### config.mk
export PLATFORM = sky130hd
export DESIGN_NAME = vram_arbiter
export DESIGN_NICKNAME = d
export VERILOG_FILES = /design/src/rtl/vram_arb_pkg.sv /design/src/rtl/vram_arbiter_rr_picker.sv /design/src/rtl/vram_arbiter.sv
export SDC_FILE = /design/constraint.sdc
export NUM_CORES = 1
export LEC_CHECK = 0
export ABC_AREA = 0
export CAP_MARGIN = 20
export CORE_MARGIN = 4
export CORE_UTILIZATION = 25
export CTS_CLUSTER_DIAMETER = 50
export DETAILED_ROUTE_END_ITERATION = 10
export HOLD_SLACK_MARGIN = 0.03
export MAX_ROUTING_LAYER = met4
export PLACE_DENSITY = 0.64
export SYNTH_ARGS = -nofsm -noshare
export SYNTH_HDL_FRONTEND = slang
export SYNTH_SLANG_ARGS = --single-unit
### constraint.sdc
create_clock -name i_clk -period 4.6 [get_ports i_clk]
set_input_delay 0.92 -clock i_clk [delete_from_list [all_inputs] [get_ports i_clk]]
set_output_delay 0.92 -clock i_clk [all_outputs]
set_load 0.005 [all_outputs]
### src/rtl/vram_arb_pkg.sv
// Shared constants and types for the VRAM arbiter.
package vram_arb_pkg;

  localparam int unsigned NUM_REQ      = 4;
  localparam int unsigned REQ_IDX_W    = 2;
  localparam int unsigned REQ_HOST     = 0;
  localparam int unsigned REQ_L0       = 1;
  localparam int unsigned REQ_L1       = 2;
  localparam int unsigned REQ_SPR      = 3;
  localparam int unsigned VRAM_WORD_AW = 15;
  localparam int unsigned VRAM_DW      = 32;
  localparam int unsigned HOST_AW      = 17;
  localparam int unsigned HOST_DW      = 8;
  localparam int unsigned BYTE_SEL_W   = 2;

  // Read-return state captured at grant time, consumed one cycle later
  typedef struct packed {
    logic [NUM_REQ-1:0]    valid;
    logic [BYTE_SEL_W-1:0] byte_sel;
  } rd_ret_t;

  function automatic logic [REQ_IDX_W-1:0] onehot_to_idx(input logic [NUM_REQ-1:0] oh);
    logic [REQ_IDX_W-1:0] idx;
    idx = '0;
    for (int k = 0; k < int'(NUM_REQ); k++) begin
      if (oh[k]) idx = REQ_IDX_W'(k);
    end
    return idx;
  endfunction

endpackage

### src/rtl/vram_arbiter_rr_picker.sv
// Combinational rotating-priority picker: first asserted req from ptr upward, mod 4.
module rr_picker
  import vram_arb_pkg::*;
(
  input  logic [NUM_REQ-1:0]   i_req,
  input  logic [REQ_IDX_W-1:0] i_ptr,
  output logic [NUM_REQ-1:0]   o_grant_c,
  output logic                 o_valid_c
);

  logic [REQ_IDX_W-1:0] w_idx;

  // Scan from farthest to nearest so the nearest asserted req is written last
  always_comb begin
    o_grant_c = '0;
    o_valid_c = |i_req;
    w_idx     = '0;
    for (int k = int'(NUM_REQ) - 1; k >= 0; k--) begin
      w_idx = i_ptr + REQ_IDX_W'(k);
      if (i_req[w_idx]) o_grant_c = NUM_REQ'(1) << w_idx;
    end
  end

endmodule

### src/rtl/vram_arbiter.sv
// Four-way VRAM arbiter: grants one access per clock and routes read data back.
module vram_arbiter
  import vram_arb_pkg::*;
#(
  parameter bit HOST_PRIORITY = 1'b0
) (
  input  logic                    i_clk,
  input  logic                    i_rst,
  input  logic [HOST_AW-1:0]      i_host_addr,
  input  logic [HOST_DW-1:0]      i_host_wrdata,
  input  logic                    i_host_write,
  input  logic                    i_host_req,
  output logic                    o_host_ack,
  output logic [HOST_DW-1:0]      o_host_rddata,
  output logic                    o_host_rddata_valid,
  input  logic [VRAM_WORD_AW-1:0] i_l0_addr,
  input  logic                    i_l0_req,
  output logic                    o_l0_ack,
  output logic [VRAM_DW-1:0]      o_l0_rddata,
  output logic                    o_l0_rddata_valid,
  input  logic [VRAM_WORD_AW-1:0] i_l1_addr,
  input  logic                    i_l1_req,
  output logic                    o_l1_ack,
  output logic [VRAM_DW-1:0]      o_l1_rddata,
  output logic                    o_l1_rddata_valid,
  input  logic [VRAM_WORD_AW-1:0] i_spr_addr,
  input  logic                    i_spr_req,
  output logic                    o_spr_ack,
  output logic [VRAM_DW-1:0]      o_spr_rddata,
  output logic                    o_spr_rddata_valid,
  output logic [VRAM_WORD_AW-1:0] o_vram_addr,
  output logic [VRAM_DW-1:0]      o_vram_wrdata,
  output logic [3:0]              o_vram_wrbytesel,
  output logic                    o_vram_write,
  input  logic [VRAM_DW-1:0]      i_vram_rddata
);

  logic [REQ_IDX_W-1:0]    r_ptr;
  logic [VRAM_WORD_AW-1:0] r_last_addr;
  rd_ret_t                 r_rd_ret;

  logic [NUM_REQ-1:0]      w_req;
  logic [NUM_REQ-1:0]      w_scan_req;
  logic [NUM_REQ-1:0]      w_rr_grant;
  logic                    w_rr_valid;
  logic                    w_host_force;
  logic [NUM_REQ-1:0]      w_grant;
  logic                    w_any;
  logic                    w_host_wr;
  logic [VRAM_WORD_AW-1:0] w_addr;
  logic [NUM_REQ-1:0]      w_rd_valid;

  // Requests are ignored while reset is held
  assign w_req        = {i_spr_req, i_l1_req, i_l0_req, i_host_req} & {NUM_REQ{~i_rst}};
  assign w_host_force = HOST_PRIORITY && w_req[REQ_HOST];
  assign w_scan_req   = HOST_PRIORITY ? (w_req & ~(NUM_REQ'(1) << REQ_HOST)) : w_req;

  rr_picker u_picker (
    .i_req     (w_scan_req),
    .i_ptr     (r_ptr),
    .o_grant_c (w_rr_grant),
    .o_valid_c (w_rr_valid)
  );

  assign w_grant   = w_host_force ? (NUM_REQ'(1) << REQ_HOST) : w_rr_grant;
  assign w_any     = w_host_force | w_rr_valid;
  assign w_host_wr = w_grant[REQ_HOST] & i_host_write;

  always_comb begin
    w_addr = r_last_addr;
    if (w_grant[REQ_HOST])     w_addr = i_host_addr[HOST_AW-1:BYTE_SEL_W];
    else if (w_grant[REQ_L0])  w_addr = i_l0_addr;
    else if (w_grant[REQ_L1])  w_addr = i_l1_addr;
    else if (w_grant[REQ_SPR]) w_addr = i_spr_addr;
  end

  // Forced host grants do not disturb the rotation among the renderers
  always_ff @(posedge i_clk) begin
    if (i_rst) begin
      r_ptr       <= '0;
      r_last_addr <= '0;
      r_rd_ret    <= '0;
    end else begin
      if (w_any && !w_host_force) r_ptr <= onehot_to_idx(w_grant) + REQ_IDX_W'(1);
      r_last_addr       <= w_addr;
      r_rd_ret.valid    <= w_grant & ~(NUM_REQ'(w_host_wr) << REQ_HOST);
      r_rd_ret.byte_sel <= i_host_addr[BYTE_SEL_W-1:0];
    end
  end

  assign o_host_ack = w_grant[REQ_HOST];
  assign o_l0_ack   = w_grant[REQ_L0];
  assign o_l1_ack   = w_grant[REQ_L1];
  assign o_spr_ack  = w_grant[REQ_SPR];

  assign o_vram_addr      = i_rst ? '0 : w_addr;
  assign o_vram_write     = w_host_wr;
  assign o_vram_wrbytesel = w_host_wr ? (4'(1) << i_host_addr[BYTE_SEL_W-1:0]) : 4'(0);
  assign o_vram_wrdata    = {4{i_host_wrdata}};

  // A read granted just before reset must not report its data
  assign w_rd_valid = r_rd_ret.valid & {NUM_REQ{~i_rst}};

  assign o_host_rddata_valid = w_rd_valid[REQ_HOST];
  assign o_l0_rddata_valid   = w_rd_valid[REQ_L0];
  assign o_l1_rddata_valid   = w_rd_valid[REQ_L1];
  assign o_spr_rddata_valid  = w_rd_valid[REQ_SPR];

  assign o_host_rddata = HOST_DW'(i_vram_rddata >> {r_rd_ret.byte_sel, 3'b000});
  assign o_l0_rddata   = i_vram_rddata;
  assign o_l1_rddata   = i_vram_rddata;
  assign o_spr_rddata  = i_vram_rddata;

endmodule

### Word level (Yosys, flattened, before mapping)

Index checks and enable logic that the tools add are counted.

| word-level totals | value |
|---|---|
| logic and storage cells | 48 |
| register bits after elaboration | 23 |
| output and inout bits | 164 |
| bits of input ports | 109 |

| operators by class | value |
|---|---|
| add/subtract/negate cells | 4 |
| reduce and logical (&&, ||, !) cells | 1 |
| mux-type cells | 23 |
| $lt $le $gt $ge | 4 |
| bitwise gates (word level) | 6 |
| shifts and indexed selects | 6 |

Operators by type and width:

| kind | count |
|---|---|
| 15-bit two-way mux | 5 |
| 32-bit by 5-bit >> shifter with 8-bit output | 1 |
| 4-bit two-way mux | 5 |
| 1-bit by 2-bit << shifter with 4-bit output (first input constant) | 5 |
| 4-bit AND | 3 |
| 2-bit by 3-bit < comparator with 1-bit output (second input constant) | 4 |
| 1-bit binary-select mux with 2-bit select | 4 |
| 2-bit two-way mux | 4 |
| 1-bit two-way mux | 5 |
| 2-bit by 1-bit adder with 2-bit output (second input constant) | 2 |
| 2-bit adder (second input constant) | 2 |
| 1-bit inverter with 4-bit output | 1 |
| 4-bit OR reduction | 1 |
| 1-bit AND | 1 |
| 1-bit inverter | 1 |

### Depth between registers and ports, before layout

Gate-level depths: netlist of the first run.

| logic depth | value |
|---|---|
| depth in word-level cells | 14 |
| gate-level depth with buffers | 14 |
| mapped depth without buffers | 10 |

### Cells and area by module

A second synthesis of the first run with hierarchy kept.

| second synthesis, totals | value |
|---|---|
| cells, all modules | 342 |
| area, all modules | 3046.7 um^2 |

By module, submodules not included:

| module | times used | area each (um^2) | seq. area each (um^2) | cells an instance |
|---|---|---|---|---|
| vram_arbiter | 1 | 2627.5 | 460.4 | 294 |
| rr_picker | 1 | 419.2 | 0.0 | 48 |

### Worst setup path after synthesis of the first run

No wires, ideal clock.

| timing path | value |
|---|---|
| path type | input -> output |
| start point | input i_rst |
| end point | output o_vram_addr[4] |
| arrival time | 2.643 ns |
| path buffers | 1 |
| setup slack | 1.037 ns |
| required time | 3.680 ns |
| cell stages on the path | 8 |
| cell sequence | or2_1 > o22ai_2 > a211oi_2 > a211oi_4 > nor3_4 > buf_6 > a211oi_1 > nor3b_1 |

| between the ends | value |
|---|---|
| elaborated cells on any way between the ends | 19 |
| those cells by class | 17 x mux; 2 x bitwise |

RTL lines:

| element | RTL line | RTL |
|---|---|---|
| start, declared | vram_arbiter.sv:8 | `input logic i_rst,` |
| 1-bit inverter (*) | vram_arbiter.sv:54 | `assign w_req = {i_spr_req, i_l1_req, i_l0_req, i_host_req} & {NUM_REQ{~i_rst}};` |
| 4-bit AND (*) | vram_arbiter.sv:54 |  |
| 1-bit binary-select mux with 2-bit select | vram_arbiter_rr_picker.sv:20 | `if (i_req[w_idx]) o_grant_c = NUM_REQ'(1) << w_idx;` |
| 1-bit two-way mux (not written as such) | vram_arbiter_rr_picker.sv:20 |  |
| 4-bit two-way mux (3 in series) | vram_arbiter_rr_picker.sv:20 |  |
| 4-bit two-way mux (*) | vram_arbiter_rr_picker.sv:20 |  |
| via o_l1_ack | vram_arbiter.sv:23 | `output logic o_l1_ack,` |
| 15-bit two-way mux (*) | vram_arbiter.sv:73 | `else if (w_grant[REQ_L1]) w_addr = i_l1_addr;` |
| 15-bit two-way mux (*) | vram_arbiter.sv:72 | `else if (w_grant[REQ_L0]) w_addr = i_l0_addr;` |
| 15-bit two-way mux (*) | vram_arbiter.sv:71 | `if (w_grant[REQ_HOST]) w_addr = i_host_addr[HOST_AW-1:BYTE_SEL_W];` |
| 15-bit two-way mux (*) | -- |  |
| end, declared | vram_arbiter.sv:31 | `output logic [VRAM_WORD_AW-1:0] o_vram_addr,` |

The timed path passes the listed nets; every way through them passes the cells marked *. The select of a mux whose other input is x is not followed.

### Final worst setup path of the first run

| timing path | value |
|---|---|
| start point | input i_l1_req |
| end point | output o_vram_addr[4] |

| between the ends | value |
|---|---|
| cells in the longest elaborated chain, start to end | 12 |
| elaborated cells on any way between the ends | 18 |
| those cells by class | 17 x mux; 1 x bitwise |

Ends and longest elaborated chain:

| element | RTL line | RTL |
|---|---|---|
| start, declared | vram_arbiter.sv:22 | `input logic i_l1_req,` |
| 4-bit AND (*) | vram_arbiter.sv:54 |  |
| 1-bit binary-select mux with 2-bit select | vram_arbiter_rr_picker.sv:20 |  |
| 1-bit two-way mux (not written as such) | vram_arbiter_rr_picker.sv:20 |  |
| 4-bit two-way mux (3 in series) | vram_arbiter_rr_picker.sv:20 |  |
| 4-bit two-way mux (*) | vram_arbiter_rr_picker.sv:20 |  |
| 15-bit two-way mux | vram_arbiter.sv:74 | `else if (w_grant[REQ_SPR]) w_addr = i_spr_addr;` |
| 15-bit two-way mux | vram_arbiter.sv:73 |  |
| 15-bit two-way mux | vram_arbiter.sv:72 |  |
| 15-bit two-way mux (*) | vram_arbiter.sv:71 |  |
| 15-bit two-way mux (*) | -- |  |

Every way passes the cells marked *; elsewhere a longest branch is shown, timed or not. The select of a mux whose other input is x is not followed.

==> results of run 1 <==
final cells by class:
cell class	count	area (µm²)	area share, %
clock buffer	3	75.1	1.51
multi-input combinational	172	1540	30.9
timing repair buffer	267	2680	54.0
sequential	23	460	9.26
tap	143	179	3.60
clock inverter	1	5.00	0.101
inverter	8	32.5	0.654
final timing paths:
kind / from / endpoint / slack (ps)
min: r_last_addr[10]$_DFF_P_ / r_last_addr[10]$_DFF_P_ / 690
max: i_l1_req / o_vram_addr[4] / 20
min reg2reg: r_last_addr[10]$_DFF_P_ / r_last_addr[10]$_DFF_P_ / 690
max reg2reg: r_ptr[0]$_SDFFE_PP0P_ / r_last_addr[10]$_DFF_P_ / 1840
flip-flops by register name (all words and copies together), names as in the netlist:
signal,cells
r_ptr,2
r_last_addr,15
r_rd_ret,6
stage by stage:
step | setup WS [ps] | TNS (ps)
2_1_floorplan | 1040 | 0
3_3_place_gp | -211 | -2610
3_5_place_dp | -276 | -3360
4_1_cts | 34.6 | 0
5_1_grt | -61.4 | -98.6
6_report | 23.4 | 0
cell families after synthesis:
logic type                 after synthesis
AOI/OAI and AO/OA                       39
DFF                                     23
muxes                                   33
adders and majority gates                8
and+or+nand+nor                         92
buffers and inverters                  152
worst register-to-register path: stages, from the launching register on:
cell                       delay, ps
sky130_fd_sc_hd__dfxtp_1         330
sky130_fd_sc_hd__inv_1            90
sky130_fd_sc_hd__ha_1            430
sky130_fd_sc_hd__nor2b_1         360
sky130_fd_sc_hd__a22o_4          240
sky130_fd_sc_hd__a211oi_4         60
sky130_fd_sc_hd__a221oi_4        320
sky130_fd_sc_hd__buf_4           180
sky130_fd_sc_hd__buf_6           110
sky130_fd_sc_hd__buf_4           100
sky130_fd_sc_hd__mux2i_1          60
sky130_fd_sc_hd__a211oi_1        210
sky130_fd_sc_hd__nor3b_2         200
power groups by stage:
stage	logic (mW)	registers [mW]	clock network (mW)
finish	2.43	0.313	0.195
detailed placement	2.24	0.318	0
global placement	2.23	0.314	0
floorplan	1.28	0.319	0
global route	2.61	0.323	0.209
CTS	2.34	0.313	0.199
repair_timing:
item | CTS | global route
endpoints found under the hold margin | 0 | 0
resized for setup | 18 | 22
buffers inserted | 2 | 6
endpoints found under the setup margin | 18 | 16
cloned | 0 | 1
pin swaps | 6 | 2
hold buffers | 0 | 0
layer usage:
metal / wire length (µm) / track usage (%)
met1: 4270 / 15.9
met2: 6310 / 30.5
met3: 890 / 5.00
met4: 154 / 3.00
met5: 0 / -
cell usage in the layout, fill, tap and decap left out, types with 2 or more instances in the layout:
master and n:
sky130_fd_sc_hd__a32oi_1 2, sky130_fd_sc_hd__buf_12 6, sky130_fd_sc_hd__nand2b_1 2, sky130_fd_sc_hd__nor3b_1 2, sky130_fd_sc_hd__inv_2 2, sky130_fd_sc_hd__o21ai_2 2, sky130_fd_sc_hd__nor2b_1 8, sky130_fd_sc_hd__nor3_1 21
sky130_fd_sc_hd__a211oi_1 15, sky130_fd_sc_hd__dfxtp_1 23, sky130_fd_sc_hd__mux4_2 8, sky130_fd_sc_hd__clkdlybuf4s50_1 218, sky130_fd_sc_hd__nor3_4 2, sky130_fd_sc_hd__mux2i_1 21, sky130_fd_sc_hd__a211oi_4 3, sky130_fd_sc_hd__dlygate4sd2_1 4
sky130_fd_sc_hd__nor2_1 35, sky130_fd_sc_hd__mux2_4 4, sky130_fd_sc_hd__a21o_2 2, sky130_fd_sc_hd__clkbuf_16 3, sky130_fd_sc_hd__a211oi_2 3, sky130_fd_sc_hd__ha_1 8, sky130_fd_sc_hd__buf_4 26, sky130_fd_sc_hd__nor3b_2 15
sky130_fd_sc_hd__buf_6 3, sky130_fd_sc_hd__o21ai_0 3, sky130_fd_sc_hd__dlymetal6s2s_1 9, sky130_fd_sc_hd__inv_1 5, sky130_fd_sc_hd__a22o_4 2
==> metrics, run 1 <==
boundary pin count roughly 270; cell count of the worst hold path 3; first-pass detailed-route iteration total 4; final weighted congestion of routability-driven global placement 0.841; outcome completed; GRT Residual Overflow 0; clock latency on the worst-skew pair 260 ps; number of synthesized register bits 23; RSZ-0062 raised after global routing yes; drt drc 0; Final Instance Count excl. Fillers 617; total CTS buffers 3; share of synthesized area occupied by flip-flops and latches roughly 15%; shortest clock period the worst path allows after layout 4580 ps; fraction of synthesized cell area taken by the top area cell type between 30% and 40%; DRT Wirelength approximately 12 mm; number of library cell types mapped by synthesis 44; deepest level of the CTS H-tree 1; list of most frequent post-synthesis cells 129 x sky130_fd_sc_hd__buf_4, 35 x sky130_fd_sc_hd__nor2_1, 23 x sky130_fd_sc_hd__dfxtp_1; maximum root-to-sink buffer count 2; vias in the first global route 3012; hold violation count in the final report 0; final routed wire length divided by cell count 18.8 µm; timing-limited maximum frequency 219 MHz; starting utilization of the core area 26.0%; Clock Skew 2.86 ps; vias per cell 4.60; largest delay contributor family on the critical path buffers and inverters; count of max-cap constraint violations 0; cell with the largest stage delay on the worst path sky130_fd_sc_hd__clkdlybuf4s50_1; overall die height roughly 120 µm; HPWL reported at the end of detailed placement between 9 and 10 mm; multiplexer share of the synthesized area 14.9%; sequential fraction of design power 10.7%; Sinks on Clock Net 23; signed area change from the synthesized netlist to the final layout 65.6%; TritonCTS clock tree done; Net Sw Frac 39.9%; net count of the finished layout 592; data required time of the critical path between 3000 and 4000 ps; number of cell instances on the worst register-to-register path 12; dpl cell area 4710 µm²; fraction of registers with async set or reset after synthesis 0%; clock network fraction of design power 6.7%; mean instance size in the synthesized netlist 8.65 µm²; endpoint kind of the worst setup timing path output port; hold_ws 688 ps; kind of launch point of the worst setup path primary input; transition time of the tightest slew-check pin 551 ps; antenna diode count 0; Max-slew headroom roughly 63%; share of synthesized cell area in and, or, nand and nor gates 18.4%; critical path fanouts, max 8; internal power of the cells 1.76 mW; share of cells above drive strength 1 18.8%; leakage dissipation approximately 2 nW; number of design-rule violations left by the first detailed-router iteration 115; synth top area cells sky130_fd_sc_hd__buf_4 32%, sky130_fd_sc_hd__dfxtp_1 15%, sky130_fd_sc_hd__mux2i_1 7.0%; total of buffers placed on input and output ports 232; synthesized-area fraction occupied by ao, oa, aoi and oai cells between 10% and 20%; share of the clock period used by the worst path after layout a little under 100%; Slew Limit Fails 0; Total GRT Usage between 10% and 20%; Yosys warnings 0; largest voltage drop on the vdd net 449 µV; CP bufs+invs 3; most repeated cell in the gate-level netlist after synthesis sky130_fd_sc_hd__buf_4; xor and xnor fraction of the mapped netlist area 0%; Switching Power 1.17 mW; total power of the final layout 2.93 mW; ordered list of cells on the worst path dlygate4sd2_1 -> mux2_4 -> nor4_4 -> o21ai_2 -> a221oi_4 -> buf_12 -> mux2i_1 -> a211oi_2 -> nor3b_2 -> clkdlybuf4s50_1; count of flip-flops with a built-in enable after synthesis 0; core area 11600 µm²; wire length of the first global-routing pass 17.3 mm; die boundary width 118 µm; Mapped Area 3000 µm²; dominant register cell in the synthesized netlist sky130_fd_sc_hd__dfxtp_1; area of all placed cells without fillers 4970 µm²; share of the core filled with cells in the final layout 43.0%; highest cell delay on the worst timing path 550 ps; largest net degree at the start of global routing 14; Post-Synth Adder-Cell Area between 3 and 4%; ratio of total power to cell area 590 nW/µm²; worst min-delay path class reg -> reg; antenna violation net count after detailed routing 0; Cells after Synth ~350; vias after detailed routing 2839; number of antenna violations at the first check in global routing 0; CP arrival about 3700 ps; setup violators final 0; Filler Cells Inserted 1126; Die Outline Area 13800 µm²; clock transition at the registers of the reported paths 70 ps; combinational cell fraction of total power 82.7%; std cell rows 39; critical path depth in cells 10; crit path kind in -> out; top cell type by total area after synthesis sky130_fd_sc_hd__buf_4; largest family of logic cells by synthesized area buffers and inverters; buffer type at the clock tree root sky130_fd_sc_hd__clkbuf_16; Placed Cells incl. Taps 604; Synthesized Nets 464
Power figures use the tool's default switching activity.
==> run 2: changes to the inputs <==
- clock period: 4.6 -> 4.5 ns (I/O delays scaled with it)
==> run 2 against run 1 <==
Net effect:
- core utilization is 0.57 points lower
- wire length is 0.83% higher
- flip-flop and latch count stayed put
- largest cell class unchanged
- largest power group unchanged
- highest routed layer unchanged
==> metrics, run 2 (synthesis results as in run 1) <==
critical path fanouts, max 9 (+1); total of buffers placed on input and output ports 232 (unchanged); # hold bufs at CTS 0 (unchanged); signed area change from the synthesized netlist to the final layout 63.4%; timing-limited maximum frequency 236 MHz; setup TNS 0 ps (unchanged); clock latency on the worst-skew pair 260 ps (about the same); TritonCTS clock tree done; RSZ-0062 raised after global routing no; clock network fraction of design power 6.9% (+0.2 points); HPWL reported at the end of detailed placement 9.83 mm (+0.10%); net count of the finished layout 588 (-0.68%); data required time of the critical path 3600 ps (-80 ps); ordered list of cells on the worst path dlygate4sd2_1 -> or2_1 -> o22ai_2 -> buf_12 -> a211oi_2 -> a221oi_4 -> buf_2 -> mux2i_1 -> a211oi_1 -> nor3b_2 -> dlygate4sd2_1; shortest clock period the worst path allows after layout 4230 ps; GRT Residual Overflow 0 (unchanged); crit path kind in -> out; combined area of the multi-input logic cells 1520 µm² (-0.98%); Die Outline Area 13800 µm² (unchanged); share of the clock period used by the worst path after layout approximately 94%; largest delay contributor family on the critical path buffers and inverters; flip-flop count of the largest register, all copies and words added 15 (unchanged); hold_ws 688 ps (+0.0450 ps); hold violation count in the final report 0 (unchanged); most frequent cells in the layout 212 x sky130_fd_sc_hd__clkdlybuf4s50_1, 35 x sky130_fd_sc_hd__nor2_1, 23 x sky130_fd_sc_hd__dfxtp_1; sequential fraction of design power 11.1% (+0.4 points); count of max-cap constraint violations 0 (unchanged); core area 11600 µm² (unchanged); setup slack after placement -288 ps (-11.3 ps); vias in the first global route 3055 (+1.4%); wire length of the first global-routing pass 17.6 mm (+1.4%); CP arrival 3330 ps (-330 ps); vias after detailed routing 2820 (-0.67%); transition time of the tightest slew-check pin 616 ps (+65.3 ps); clock transition at the registers of the reported paths 70 ps (about the same); starting utilization of the core area 26.0% (unchanged); outcome completed; number of design-rule violations left by the first detailed-router iteration 147 (+28%); antenna diode count 0 (unchanged); final weighted congestion of routability-driven global placement 0.840 (about the same); antenna violation net count after detailed routing 0 (unchanged); number of antenna violations at the first check in global routing 0 (unchanged); largest registers r_last_addr (15), r_rd_ret (6), r_ptr (2); DRT Wirelength 11.7 mm (+0.83%); overall die height 118 µm (unchanged); area of all placed cells without fillers 4910 µm² (-1.3%); endpoint kind of the worst setup timing path output port; cell with the largest stage delay on the worst path sky130_fd_sc_hd__a221oi_4; Final Instance Count excl. Fillers 613 (-0.65%); Switching Power 1.18 mW (+0.74%); Total GRT Usage 16.2% (+0.29 points); slack of the critical path 267 ps (+243 ps); die boundary width 118 µm (unchanged); largest net degree at the start of global routing 14 (unchanged); Storage cell area 460 µm² (unchanged); worst min-delay path class reg -> reg; dpl cell area 4710 µm² (+0.16%); total CTS buffers 3 (unchanged); drt drc 0 (unchanged); buffer type at the clock tree root sky130_fd_sc_hd__clkbuf_16; Clock Skew 2.06 ps (-0.797 ps); first-pass detailed-route iteration total 4 (unchanged); Critical Path Most Common Cell sky130_fd_sc_hd__dlygate4sd2_1; Sinks on Clock Net 23 (unchanged); combinational cell fraction of total power 81.9% (-0.8 points); CP bufs+invs 4 (+1); final routed wire length divided by cell count 19.1 µm (+1.5%); leading cell type in the layout, fill and taps excluded sky130_fd_sc_hd__clkdlybuf4s50_1; maximum root-to-sink buffer count 2 (unchanged); std cell rows 39 (unchanged); deepest level of the CTS H-tree 1 (unchanged); register with the highest flop count r_last_addr; Filler Cells Inserted 1169 (+3.8%); largest voltage drop on the vdd net 407 µV (-9.5%); Max-slew headroom 58.5% (-4.7 points); highest cell delay on the worst timing path 340 ps (-210 ps); ratio of total power to cell area 586 nW/µm² (-0.74%); leakage dissipation 1.96 nW (-3.4%); Net Sw Frac 41.0% (+1.1 points); setup violators final 0 (unchanged); Placed Cells incl. Taps 605 (+0.17%); share of cells above drive strength 1 17.9% (-0.90 points); boundary pin count 273 (unchanged); vias per cell 4.60 (about the same); internal power of the cells 1.69 mW (-3.9%); Slew Limit Fails 0 (unchanged); kind of launch point of the worst setup path primary input
run 2: layer usage:
layer  vias up  global-route usage [%]  share of wire, %
met5         -                       -                 0
met4         0                    3.44               1.8
met3        12                    5.91               8.9
met2       171                    30.2                53
met1      1315                    16.2                37
li1       1322                       -                 -
run 2: what timing repair did:
action	CTS	global route
gates resized for setup	35	10
pin swaps	5	3
setup endpoints to repair	20	20
gates cloned	0	1
buffers inserted	2	1
run 2: power groups by stage:
| stage | logic (mW) | registers [mW] | clock network (mW) |
|---|---|---|---|
| after floorplan | 1.30 | 0.326 | 0 |
| after global placement | 2.28 | 0.321 | 0 |
| after detailed placement | 2.29 | 0.324 | 0 |
| after CTS | 2.33 | 0.320 | 0.205 |
| after global routing | 2.54 | 0.327 | 0.215 |
| final | 2.35 | 0.320 | 0.200 |
run 2: cell type report:
| class | instances | share of cell area (%) |
|---|---|---|
| multi-input cells | 172 | 31.0 |
| flip-flops and latches | 23 | 9.39 |
| well taps | 143 | 3.65 |
| inverters | 8 | 0.663 |
| repair buffers | 263 | 53.7 |
| clock buffers | 3 | 1.53 |
| clock inverters | 1 | 0.102 |
run 2: worst register-to-register path, cell delays in order, from the launching register on:
cell	delay (ps)
sky130_fd_sc_hd__dfxtp_1	330
sky130_fd_sc_hd__inv_1	100
sky130_fd_sc_hd__ha_1	430
sky130_fd_sc_hd__nor2b_1	350
sky130_fd_sc_hd__a22oi_2	180
sky130_fd_sc_hd__nor3_1	390
sky130_fd_sc_hd__a221oi_4	90
sky130_fd_sc_hd__buf_2	200
sky130_fd_sc_hd__mux2i_1	130
sky130_fd_sc_hd__a211oi_1	230
sky130_fd_sc_hd__nor3b_2	230
run 2: stage by stage:
step	total power, mW	util, %
after floorplan	1.63	-
after detailed placement	2.61	40.8
after global routing	3.09	42.4
after global placement	2.60	40.8
final	2.87	42.4
after CTS	2.85	42.1
run 2: worst paths after layout:
path                     startpoint                endpoint  slack, ps  cells after the start
max                           i_rst          o_vram_addr[7]        270                     11
max reg2reg   r_ptr[1]$_SDFFE_PP0P_  r_last_addr[7]$_DFF_P_       1760                     10
min reg2reg  r_last_addr[3]$_DFF_P_  r_last_addr[3]$_DFF_P_        690                      3
min          r_last_addr[3]$_DFF_P_  r_last_addr[3]$_DFF_P_        690                      3
==> run 3: changes to the inputs <==
- ABC_AREA: 0 -> default
==> results of run 3 <==
Same layout as run 2: the final DEF is identical, and so are final timing and power.
==> RTL edit 1 (config.mk and constraints of run 2) <==
Change the parameter `HOST_PRIORITY` from 1'b0 to 1'b1.
--- a/src/rtl/vram_arbiter.sv
+++ b/src/rtl/vram_arbiter.sv
@@ -3,5 +3,5 @@
   import vram_arb_pkg::*;
 #(
-  parameter bit HOST_PRIORITY = 1'b0
+  parameter bit HOST_PRIORITY = 1'b1
 ) (
   input  logic                    i_clk,
Function: changed (Yosys sat finds a counterexample within 4 cycles, from zero or initial values and one cycle with i_rst high).
==> RTL edit 1 against run 2 <==
Design area is 5.4% higher. Via count is 14% higher. Sequential cell count stayed put. Synthesized area is 6.3% higher. Combinational power is 26% lower. Cell count is 10% higher. First-iteration DRC count is 46% lower. Highest routed layer unchanged. Non-clock buffer count is 10 higher. Die area is 5.9% higher. Power is 21% lower. Synthesized cell count is 10% higher. Worst setup slack worse by 0.21 ns. Routed wire length is 9.6% higher.
==> RTL edit 1: results (changes against run 2) <==
Worst setup path
  – Worst r2r dst: r_ptr[0] (was r_last_addr[7])
  – Slowest-stage cell, CP: clkdlybuf4s50_1 (was a221oi_4)
  – Max incr delay on CP: 0.46 ns (was 0.34 ns)
  – Worst Setup SP: i_l0_req (was i_rst)
  – FF-to-FF Start: r_ptr[0] (was r_ptr[1])
  – CP Max Fanout: 13 (was 9)
  – CP Capture Point: o_vram_addr[12] (was o_vram_addr[7])
  – R2r setup slk: 1.63 ns (was 1.76 ns)
  – CP arrival: 3.54 ns (was 3.33 ns)

Global route
  – Global-route usage over all layers: 0.169 (was 0.162)
  – Grt met2 use: 0.306 (was 0.302)
  – GR Util met3: 0.0471 (was 0.0591)
  – Largest net degree at the start of global routing: 20 (was 14)
  – M1 GR Usage: 0.185 (was 0.162)
  – Vias in the first global route: 3433 (was 3055)
  – First-pass GRT wire length: 19.0 mm (was 17.6 mm)

Synthesis
  – Post-synthesis mux area share: 0.0705 (was 0.149)
  – Top post-synthesis cells by count: buf_4 (129), inv_1 (24), dfxtp_1 (23) (was buf_4 (129), nor2_1 (35), dfxtp_1 (23))
  – Post-synthesis adder-cell area fraction: 0.0313 (was 0.0333)
  – Sequential-to-total area share from yosys stat: 0.144 (was 0.153)
  – Synth unique cells: 47 (was 44)
  – Top cells by area, synth: buf_4 (30%), dfxtp_1 (14%), mux4_2 (5.6%) (was buf_4 (32%), dfxtp_1 (15%), mux2i_1 (7.0%))
  – Syn_nets: 499 (was 464)

CTS
  – Post-CTS Resized: 24 (was 35)
  – CTS clk-pin slew, worst paths: 0.07 ns (about the same)

Placed design
  – Routability cong.: 0.851 (was 0.840)
  – Placed inst area: 0.00494 mm² (was 0.00471 mm²)
  – HPWL after DPL: 10.6 mm (was 9.83 mm)

Hold path
  – Worst min path class: reg2reg (unchanged)
  – Hold_sp: r_ptr[1] (was r_last_addr[3])

Pwr
  – Final Power: 2260 µW (was 2870 µW)
  – Comb. pwr: 1740 µW (was 2350 µW)
  – Switch Pwr: 924 µW (was 1180 µW)
  – P_clk: 206 µW (was 200 µW)
  – Lkg Pwr: 0.00187 µW (was 0.00196 µW)
  – Maximum VDD drop: 0.209 mV (was 0.407 mV)

Cells and area
  – Final nets: 621 (was 588)
  – Fillers: 1262 (was 1169)

Routing
  – Met2 routed WL: 6.68 mm (was 6.16 mm)
  – DR iter-0 viols: 80 (was 147)
  – Routed WL per cell: 19.0 µm (was 19.1 µm)
  – Wire length on met3: 1.19 mm (was 1.04 mm)
  – Routed length on met1: 4.88 mm (was 4.31 mm)

Job
  – Max-cap violations: 0 (unchanged)

STA
  – Max Clock Skew: 0.00130 ns (was 0.00206 ns)

Floorplan
  – Die ar.: 0.0146 mm² (was 0.0138 mm²)

Run status
  – Run status: finished clean (unchanged)
RTL edit 1: tightest hold or removal path: cells and delay by family, from the launching register on:
kind	cells	cell delay [ns]
buffers and inverters	1	0.17
AND/OR/NAND/NOR	1	0.08
flip-flops	1	0.31
AO/OA/AOI/OAI	1	0.06
RTL edit 1: stage by stage:
| stage | std cells | hold WS (ns) | setup slack (ns) |
|---|---|---|---|
| floorplan | 382 | 0.581 | 0.868 |
| CTS | 675 | 0.667 | 0.0631 |
| global route | 675 | 0.709 | -0.0250 |
| detailed placement | 666 | 0.655 | -0.208 |
| finish | 675 | 0.670 | 0.0605 |
| global placement | 666 | 0.647 | -0.223 |
RTL edit 1: cell type report:
cell class / instances / area, µm² / area share
clock buffer: 4 / 78.8 / 0.0152
inverter: 25 / 98.8 / 0.0191
tap: 172 / 215 / 0.0416
timing repair buffer: 273 / 2680 / 0.519
multi-input combinational: 178 / 1630 / 0.316
sequential: 23 / 460 / 0.0891
==> RTL edit 2 (flow settings as in run 2) <==
Made on the original files. Take the reset off `r_last_addr` and load it in a clocked block of its own.
--- a/src/rtl/vram_arbiter.sv
+++ b/src/rtl/vram_arbiter.sv
@@ -79,12 +79,14 @@
     if (i_rst) begin
       r_ptr       <= '0;
-      r_last_addr <= '0;
       r_rd_ret    <= '0;
     end else begin
       if (w_any && !w_host_force) r_ptr <= onehot_to_idx(w_grant) + REQ_IDX_W'(1);
-      r_last_addr       <= w_addr;
       r_rd_ret.valid    <= w_grant & ~(NUM_REQ'(w_host_wr) << REQ_HOST);
       r_rd_ret.byte_sel <= i_host_addr[BYTE_SEL_W-1:0];
     end
+  end
+
+  always_ff @(posedge i_clk) begin
+    r_last_addr <= w_addr;
   end
 
Behaviour: differs if i_rst is asserted again (counterexample within 4 cycles, from zero or initial values and one cycle with i_rst high); with i_rst held inactive, the same outputs for 10 cycles.
==> RTL edit 2 against run 2 <==
Global-route usage up 0.084 points. Design area up 9.2%. Synthesized area up 5.2%. Worst setup slack worse by 0.15 ns. Routed wire length up 6.0%. Synthesized cell count up 1.2%. Critical path depth unchanged. Power up 1.1%. Sequential cell count unchanged. Highest routed layer unchanged.
==> RTL edit 2: results (changes against run 2) <==
Run status
  – Run status: finished clean (unchanged)

Cells and area
  – Clock buffers: 4 (was 3)
  – Final nets: 630 (was 588)
  – Fillers: 1215 (was 1169)
  – Comb_multi_in: 185 (was 172)
  – Buffering overhead: 0.543 (was 0.537)
  – Clock buf/inv share: 0.0147 (was 0.0163)
  – Bufs w/o clock: 296 (was 263)

Pwr
  – Switch Pwr: 1170 µW (was 1180 µW)
  – Lkg Pwr: 0.00211 µW (was 0.00196 µW)
  – Maximum VDD drop: 0.257 mV (was 0.407 mV)

Synthesis
  – Synth unique cells: 49 (was 44)
  – Post-synthesis adder-cell area fraction: 0.0317 (was 0.0333)
  – Post-synthesis mux area share: 0.142 (was 0.149)
  – Sequential-to-total area share from yosys stat: 0.146 (was 0.153)
  – Top cells by area, synth: buf_4 (31%), dfxtp_1 (15%), mux4_2 (6.4%) (was buf_4 (32%), dfxtp_1 (15%), mux2i_1 (7.0%))

Placed design
  – Routability cong.: 0.803 (was 0.840)
  – HPWL after DPL: 10.2 mm (was 9.83 mm)

Global route
  – First-pass GRT wire length: 18.1 mm (was 17.6 mm)
  – Largest net degree at the start of global routing: 19 (was 14)
  – Grt met2 use: 0.298 (was 0.302)
  – Vias in the first global route: 3170 (was 3055)
  – Global-route usage over all layers: 0.163 (was 0.162)
  – GR Util met3: 0.0613 (was 0.0591)

STA
  – Worst-Margin Slew: 0.595 ns (was 0.616 ns)

Routing
  – Final wirelength: 12.4 mm (was 11.7 mm)
  – Vias per cell: 4.44 (was 4.60)
  – DR iter-0 viols: 113 (was 147)
  – Met2 routed WL: 6.45 mm (was 6.16 mm)
  – Wire length on met3: 1.38 mm (was 1.04 mm)

Worst setup path
  – Max incr delay on CP: 0.38 ns (was 0.34 ns)
  – Slowest-stage cell, CP: a22oi_2 (was a221oi_4)
  – R2r setup slk: 1.63 ns (was 1.76 ns)
  – CP Max Fanout: 7 (was 9)
  – CP arrival: 3.48 ns (was 3.33 ns)
  – Worst r2r dst: r_last_addr[12] (was r_last_addr[7])
  – FF-to-FF Start: r_ptr[0] (was r_ptr[1])
  – CP Capture Point: o_vram_addr[12] (was o_vram_addr[7])

Hold path
  – Hold-critical path endpoint: r_last_addr[12] (was r_last_addr[3])
  – Hold_sp: r_last_addr[12] (was r_last_addr[3])

CTS
  – Post-CTS Resized: 20 (was 35)
## RTL edit 2: changes by cell type in the layout (fill, tap and decap cells not counted), moves of 14 or more
cell | run 2 | this run
a31oi_1 | 0 | 15
mux2i_1 | 21 | 0
nand2_1 | 0 | 24
a211oi_1 | 16 | 2
nor2_1 | 35 | 20
nor3_1 | 22 | 2
buf_4 | 19 | 55
nor3b_2 | 15 | 0
## RTL edit 2: per-stage QoR
stage / cells / total power (µW) / cell area (µm²) / worst slack, ns
after global routing: 680 / 3120 / 5360 / 0.000807
after floorplan: 351 / 1610 / 3160 / 0.865
after detailed placement: 664 / 2580 / 5100 / -0.396
after global placement: 664 / 2550 / 5100 / -0.313
after CTS: 672 / 2880 / 5260 / 0.000667
final: 680 / 2900 / 5360 / 0.120
## RTL edit 2: worst min-delay path, delay by kind of cell (launching register included)
family | cells | cell delay [ns]
flip-flops | 1 | 0.30
multiplexers | 1 | 0.13
AO/OA/AOI/OAI | 2 | 0.22
